==> config.mk <==
export PLATFORM = sky130hd
export DESIGN_NAME = tick_sched
export DESIGN_NICKNAME = d
export VERILOG_FILES = /design/src/rtl/tick_sched_pkg.sv /design/src/rtl/tick_sched_tap.sv /design/src/rtl/tick_sched.sv
export SDC_FILE = /design/constraint.sdc
export NUM_CORES = 1
export LEC_CHECK = 0
export CAP_MARGIN = 15
export CORE_ASPECT_RATIO = 2
export CORE_UTILIZATION = 59
export CTS_CLUSTER_DIAMETER = 40
export DETAILED_ROUTE_END_ITERATION = 10
export DONT_BUFFER_PORTS = 1
export PLACE_DENSITY_LB_ADDON = 0.3
export SLEW_MARGIN = 30
export SYNTH_ARGS = -nofsm -noshare
export SYNTH_HDL_FRONTEND = slang
export SYNTH_HIERARCHICAL = 1
export SYNTH_SLANG_ARGS = --single-unit
==> constraint.sdc <==
create_clock -name clk_in -period 4.04 [get_ports clk_in]
set_input_delay 0.606 -clock clk_in [delete_from_list [all_inputs] [get_ports clk_in]]
set_output_delay 0.606 -clock clk_in [all_outputs]
set_load 0.01 [all_outputs]
==> src/rtl/tick_sched_pkg.sv <==
// Shared defaults, per-channel reset taps and the configuration FSM state type
// for the tick scheduler.
package tick_sched_pkg;

  localparam int NUM_CH_DEF = 4;
  localparam int CNT_W_DEF  = 26;
  localparam int TAP_W_DEF  = 5;

  localparam int DEF_TAP [0:3] = '{16, 17, 18, 19};

  typedef enum logic {
    IDLE = 1'b0,
    PEND = 1'b1
  } cfg_state_e;

  // Reset tap for a channel; never beyond the top counter bit for narrow counters.
  function automatic int def_tap(input int ch, input int cnt_w);
    int t;
    if (ch < 4) begin
      t = DEF_TAP[ch];
    end else begin
      t = cnt_w - 1;
    end
    if (t > cnt_w - 1) begin
      t = cnt_w - 1;
    end
    return t;
  endfunction

endpackage

==> src/rtl/tick_sched_tap.sv <==
// One tick channel: tap/enable registers, boundary compare against the shared
// counter and the registered one-cycle strobe.
module tick_tap
  import tick_sched_pkg::*;
#(
  parameter int CNT_W   = CNT_W_DEF,
  parameter int TAP_W   = TAP_W_DEF,
  parameter int RST_TAP = CNT_W_DEF - 1
) (
  input  logic             clk_in,
  input  logic             rst_in,
  input  logic             clr,
  input  logic [CNT_W-1:0] cnt,
  input  logic             load,
  input  logic [TAP_W-1:0] load_tap,
  input  logic             load_en,
  output logic             boundary,
  output logic             enabled,
  output logic             tick
);

  localparam logic [TAP_W-1:0] RST_TAP_L = TAP_W'(RST_TAP);
  localparam logic [CNT_W-1:0] ONE_L     = {{(CNT_W-1){1'b0}}, 1'b1};

  logic [TAP_W-1:0] tap_r;
  logic             en_r;
  logic             tick_r;
  logic [CNT_W-1:0] hit_s;
  logic [CNT_W-1:0] mask_s;

  // Boundary: low tap+1 counter bits equal exactly 1 << tap.
  always_comb begin
    hit_s    = ONE_L << tap_r;
    mask_s   = (hit_s << 1) - ONE_L;
    boundary = ((cnt & mask_s) == hit_s);
  end

  // A load that disables the channel also swallows its boundary tick.
  always_ff @(posedge clk_in) begin
    if (rst_in) begin
      tap_r  <= RST_TAP_L;
      en_r   <= 1'b1;
      tick_r <= 1'b0;
    end else begin
      tick_r <= !clr && en_r && boundary && !(load && !load_en);
      if (load) begin
        tap_r <= load_tap;
        en_r  <= load_en;
      end
    end
  end

  assign enabled = en_r;
  assign tick    = tick_r;

endmodule

==> src/rtl/tick_sched.sv <==
// Multi-channel power-of-two tick generator with handshaked per-channel retune.
// Define TICK_SCHED_SYNC_EN to add the sync_req counter realign input.
module tick_sched
  import tick_sched_pkg::*;
#(
  parameter int NUM_CH = NUM_CH_DEF,
  parameter int CNT_W  = CNT_W_DEF,
  parameter int TAP_W  = TAP_W_DEF
) (
  input  logic                      clk_in,
  input  logic                      rst_in,
  input  logic                      cfg_valid,
  output logic                      cfg_ready,
  input  logic [$clog2(NUM_CH)-1:0] cfg_ch,
  input  logic [TAP_W-1:0]          cfg_tap,
  input  logic                      cfg_en,
`ifdef TICK_SCHED_SYNC_EN
  input  logic                      sync_req,
`endif
  output logic [NUM_CH-1:0]         tick_out
);

  localparam int               CH_W      = $clog2(NUM_CH);
  localparam logic [31:0]      CNT_W_U   = 32'(CNT_W);
  localparam logic [TAP_W-1:0] TAP_MAX_L = TAP_W'(CNT_W - 1);
  localparam logic [CNT_W-1:0] ONE_L     = {{(CNT_W-1){1'b0}}, 1'b1};

  logic [CNT_W-1:0]  cnt_r;
  cfg_state_e        state_r;
  logic              cfg_ready_r;
  logic [CH_W-1:0]   pend_ch_r;
  logic [TAP_W-1:0]  pend_tap_r;
  logic              pend_en_r;
  logic              sync_s;
  logic              apply_s;
  logic [TAP_W-1:0]  tap_clamp_s;
  logic [NUM_CH-1:0] boundary_s;
  logic [NUM_CH-1:0] enabled_s;
  logic [NUM_CH-1:0] load_s;

`ifdef TICK_SCHED_SYNC_EN
  assign sync_s = sync_req;
`else
  assign sync_s = 1'b0;
`endif

  // Out-of-range taps saturate at the top counter bit.
  always_comb begin
    if (32'(cfg_tap) >= CNT_W_U) begin
      tap_clamp_s = TAP_MAX_L;
    end else begin
      tap_clamp_s = cfg_tap;
    end
  end

  // A disabled target has no boundary to wait for; sync counts as a boundary.
  always_comb begin
    apply_s = (state_r == PEND) &&
              (sync_s || !enabled_s[pend_ch_r] || boundary_s[pend_ch_r]);
  end

  // Free-running divider counter.
  always_ff @(posedge clk_in) begin
    if (rst_in) begin
      cnt_r <= '0;
    end else if (sync_s) begin
      cnt_r <= '0;
    end else begin
      cnt_r <= cnt_r + ONE_L;
    end
  end

  // Configuration FSM.
  always_ff @(posedge clk_in) begin
    if (rst_in) begin
      state_r     <= IDLE;
      cfg_ready_r <= 1'b1;
      pend_ch_r   <= '0;
      pend_tap_r  <= '0;
      pend_en_r   <= 1'b0;
    end else begin
      case (state_r)
        IDLE: begin
          if (cfg_valid) begin
            pend_ch_r   <= cfg_ch;
            pend_tap_r  <= tap_clamp_s;
            pend_en_r   <= cfg_en;
            state_r     <= PEND;
            cfg_ready_r <= 1'b0;
          end
        end
        PEND: begin
          if (apply_s) begin
            state_r     <= IDLE;
            cfg_ready_r <= 1'b1;
          end
        end
        default: begin
          state_r     <= IDLE;
          cfg_ready_r <= 1'b1;
        end
      endcase
    end
  end

  assign cfg_ready = cfg_ready_r;

  for (genvar g = 0; g < NUM_CH; g++) begin : g_ch
    assign load_s[g] = apply_s && (pend_ch_r == CH_W'(g));

    tick_tap #(
      .CNT_W  (CNT_W),
      .TAP_W  (TAP_W),
      .RST_TAP(def_tap(g, CNT_W))
    ) u_tap (
      .clk_in  (clk_in),
      .rst_in  (rst_in),
      .clr     (sync_s),
      .cnt     (cnt_r),
      .load    (load_s[g]),
      .load_tap(pend_tap_r),
      .load_en (pend_en_r),
      .boundary(boundary_s[g]),
      .enabled (enabled_s[g]),
      .tick    (tick_out[g])
    );
  end

endmodule

==> results by group <==
Status
  – Status: finished clean

Clock network
  – Longest Clk Path Bufs: 2
  – Num CTS Buffers: 9
  – Clock Latency Late Sink: 0.34 ns
  – Root Buffer: clkbuf_16
  – Cts hold-fix bufs: 0
  – CTS H-Tree Depth: 3
  – Clock-pin slew on the worst setup and hold paths: 0.05 ns
  – Clock sinks: 64
  – CTS tree: done

Layout
  – Fillers: 887
  – Net count reported at finish: 873
  – Antenna diodes: 0
  – Commonest non-fill, non-tap cell in the layout: nand2_1
  – Commonest non-fill, non-tap cells in the layout: 95 x nand2_1, 71 x nor2_1, 65 x buf_4, 64 x dfxtp_1, 53 x a21oi_1
  – Non-Filler Instances: 996
  – Cell area after layout: 6898 µm²
  – Area Overhead vs Synth: 10.68%
  – Share of cells above drive strength 1: 16.38%

Critical path
  – Worst path max stage delay: 0.57 ns
  – Worst EP required: 4.25 ns
  – Data arrival, critical path: 4.14 ns
  – FF-to-FF End: g_ch[2].u_tap/tick$_SDFF_PP0_
  – Startpoint types: flip-flop
  – Worst r2r path cells: 17
  – CP Capture Type: flip-flop
  – Setup slack, reg-to-reg: 0.12 ns
  – Crit Reg-Reg Startpoint: g_ch[1].u_tap/tap_r[2]$_SDFFE_PP0P_
  – CP cell instances: or2_0 > or4_4 > ha_4 > a32o_1 > nand2_1 > o211ai_1 > or4_4 > nor3_2 > inv_1 > a311oi_2 > o21ai_4 > nor3b_1 > nor2b_1 > nor3_1 > nand2_1 > nor4_1 > nor4b_2
  – Crit Path Category: reg -> reg
  – Crit path from: g_ch[1].u_tap/tap_r[2]$_SDFFE_PP0P_
  – CP Depth: 17
  – CP delay by family, top: simple AND/OR/NAND/NOR gates
  – Crit Path Max Fanout: 9
  – Worst Setup EP: g_ch[2].u_tap/tick$_SDFF_PP0_
  – Slowest stage cell, crit path: or4_4
  – Crit path buffers/inverters: 1

Pwr
  – Pleak: 2.431 nW
  – P per Cell Area: 240.0 nW/µm²
  – VDD IR max: 0.3062 mV
  – Total power draw: 1.655 mW

Detailed routing
  – Post-Route WL: 22.25 mm
  – DRC: 0
  – DR pass1 iterations: 8
  – Total number of vias: 7283
  – Routed len/inst: 22.34 µm
  – DR iter-0 viols: 779
  – Post-detailed-route count of antenna-violating nets: 0
  – Vias per cell: 7.312

Synthesis
  – Avg Cell Area, Syn: 7.315 µm²
  – Async SR Flop Fraction: 0%
  – Primary FF master, synth: dfxtp_1
  – Post-synth cell types: 79
  – EDFF count, synth: 0
  – Sequential area share after synthesis: 20.56%
  – Mapped Area: 6232 µm²
  – Synthesized flop and latch total: 64
  – Synth warn: 6
  – Syn Inst Count: 852

Placed design
  – PortBufs: 0
  – Cell Area, Placed: 6436 µm²
  – Placed wire-length estimate: 15.34 mm
  – GPL Wtd Cong: 0.9606
  – Placed Cells: 978

Floorplan
  – Top Ports: 16
  – Placeable Area: 10210 µm²
  – Starting Density: 61.01%
  – Row cnt: 52
  – Die W: 74.68 µm
  – Full die area: 11000 µm²
  – Die Ht: 147.4 µm

STA
  – Crit path time final: 3.923 ns
  – Final Setup Violations: 0
  – Tightest Pin Transition: 0.9374 ns
  – Fin. Hold Viols: 0
  – Setup TNS: 0 ns
  – Worst slew margin: 37.42%
  – Clk_skew: 0.008877 ns
  – Slew Viols, Final: 0
  – Final period utilization: 97.10%
  – Fmax: 254.9 MHz

GRT
  – Antenna violations before repair: 0
  – Largest net degree at the start of global routing: 60
  – Overflow after GRT: 0
  – Vias in the first global route: 6758
  – GR Util All Layers: 41.31%
  – Global-route wire length before repair: 34.47 mm

Flow run
  – Max Cap Viol: 0

Min path
  – Worst hold path class: in -> reg
power by group:
group / total (mW) / leakage, nW / switching (mW) / internal, mW
registers: 0.680 / 0.518 / 0.0360 / 0.644
clock network: 0.839 / 0.159 / 0.271 / 0.569
logic: 0.136 / 1.75 / 0.0752 / 0.0607
total: 1.66 / 2.43 / 0.382 / 1.27
cell usage after synthesis (10+ instances only):
cell	number	area share [%]
dfxtp_1	64	21
xnor2_1	10	1.4
mux2i_1	25	4.0
o31ai_1	16	1.9
o21ai_0	37	3.0
inv_1	16	0.96
a21oi_1	53	4.3
nand2b_1	11	1.1
o21ai_1	10	0.80
nor2_1	71	4.3
o22ai_1	11	1.1
buf_2	26	2.1
nand4_1	20	2.0
clkbuf_1	24	1.4
nand3_1	26	2.1
nor2b_1	17	1.7
o211ai_1	17	2.0
or4_1	18	2.2
nor3_1	25	2.0
nor3b_1	11	1.3
nand2_1	95	5.7
buf_6	14	2.5
a31oi_1	14	1.4
nor4_1	21	2.1
registers in the layout (all words and copies together), names as in the netlist:
signal and cells:
g_ch.u_tap/enabled 4, g_ch.u_tap/tap_r 20, cnt_r 26, pend_ch_r 2
state_r 1, pend_en_r 1, g_ch.u_tap/tick 4, cfg_ready 1
pend_tap_r 5
worst min-delay path by stage:
stage | cells after the start | startpoint | slack [ns] | to
final | 1 | rst_in | 0.34 | g_ch[1].u_tap/tap_r[1]$_SDFFE_PP0P_
after detailed placement | 2 | g_ch[3].u_tap/enabled$_SDFFE_PP1P_ | 0.49 | g_ch[3].u_tap/tick$_SDFF_PP0_
after floorplan | 2 | g_ch[3].u_tap/enabled$_SDFFE_PP1P_ | 0.46 | g_ch[3].u_tap/tick$_SDFF_PP0_
after global placement | 2 | g_ch[3].u_tap/enabled$_SDFFE_PP1P_ | 0.48 | g_ch[3].u_tap/tick$_SDFF_PP0_
after global routing | 1 | rst_in | 0.34 | pend_tap_r[2]$_SDFFE_PP0P_
after CTS | 1 | rst_in | 0.34 | cnt_r[21]$_SDFF_PP0_
layout make-up:
cell class	count	area, µm²	share of cell area, %
Clock buffer	12	256.5	3.718
Clock inverter	3	65.06	0.9432
Inverter	19	71.32	1.034
Multi-Input combinational cell	698	4567	66.21
Sequential cell	64	1281	18.57
Tap cell	135	168.9	2.449
Timing Repair Buffer	65	488.0	7.074
routing by layer:
metal | vias up | global-route usage (%) | wire length (µm)
li1 | 3245 | - | -
met1 | 3339 | 45.94 | 7384
met2 | 525 | 65.72 | 10640
met3 | 174 | 7.956 | 2140
met4 | 0 | 33.58 | 2087
met5 | - | 0 | 0
logic make-up (layout without fill, tap and decap cells):
| family | Yosys count | after routing | share of synthesized area [%] |
|---|---|---|---|
| AOI/OAI and AO/OA | 259 | 259 | 29.03 |
| xor gates and xnor gates | 15 | 15 | 2.108 |
| adders and majority gates | 5 | 5 | 1.004 |
| buffers and inverters | 93 | 99 | 8.231 |
| DFF | 64 | 64 | 20.56 |
| muxes | 30 | 30 | 4.919 |
| other | 1 | 4 | 0.06017 |
| and+or+nand+nor | 385 | 385 | 34.09 |
stage by stage:
| stage | hold slack [ns] | worst slack [ns] | utilization (%) |
|---|---|---|---|
| finish | 0.3423 | 0.1172 | 67.53 |
| global route | 0.3367 | -0.04536 | 67.53 |
| CTS | 0.3389 | 0.03457 | 66.24 |
| global placement | 0.4804 | 0.07534 | 63.01 |
| detailed placement | 0.4874 | -0.02552 | 63.01 |
| floorplan | 0.4552 | 0.03241 | - |
timing repair:
item                       4_1_cts  5_1_grt
resized for setup                2       20
setup buffers                    0        3
pin swaps                        0        4
setup endpoints to repair        1       26
Power figures use the tool's default switching activity.
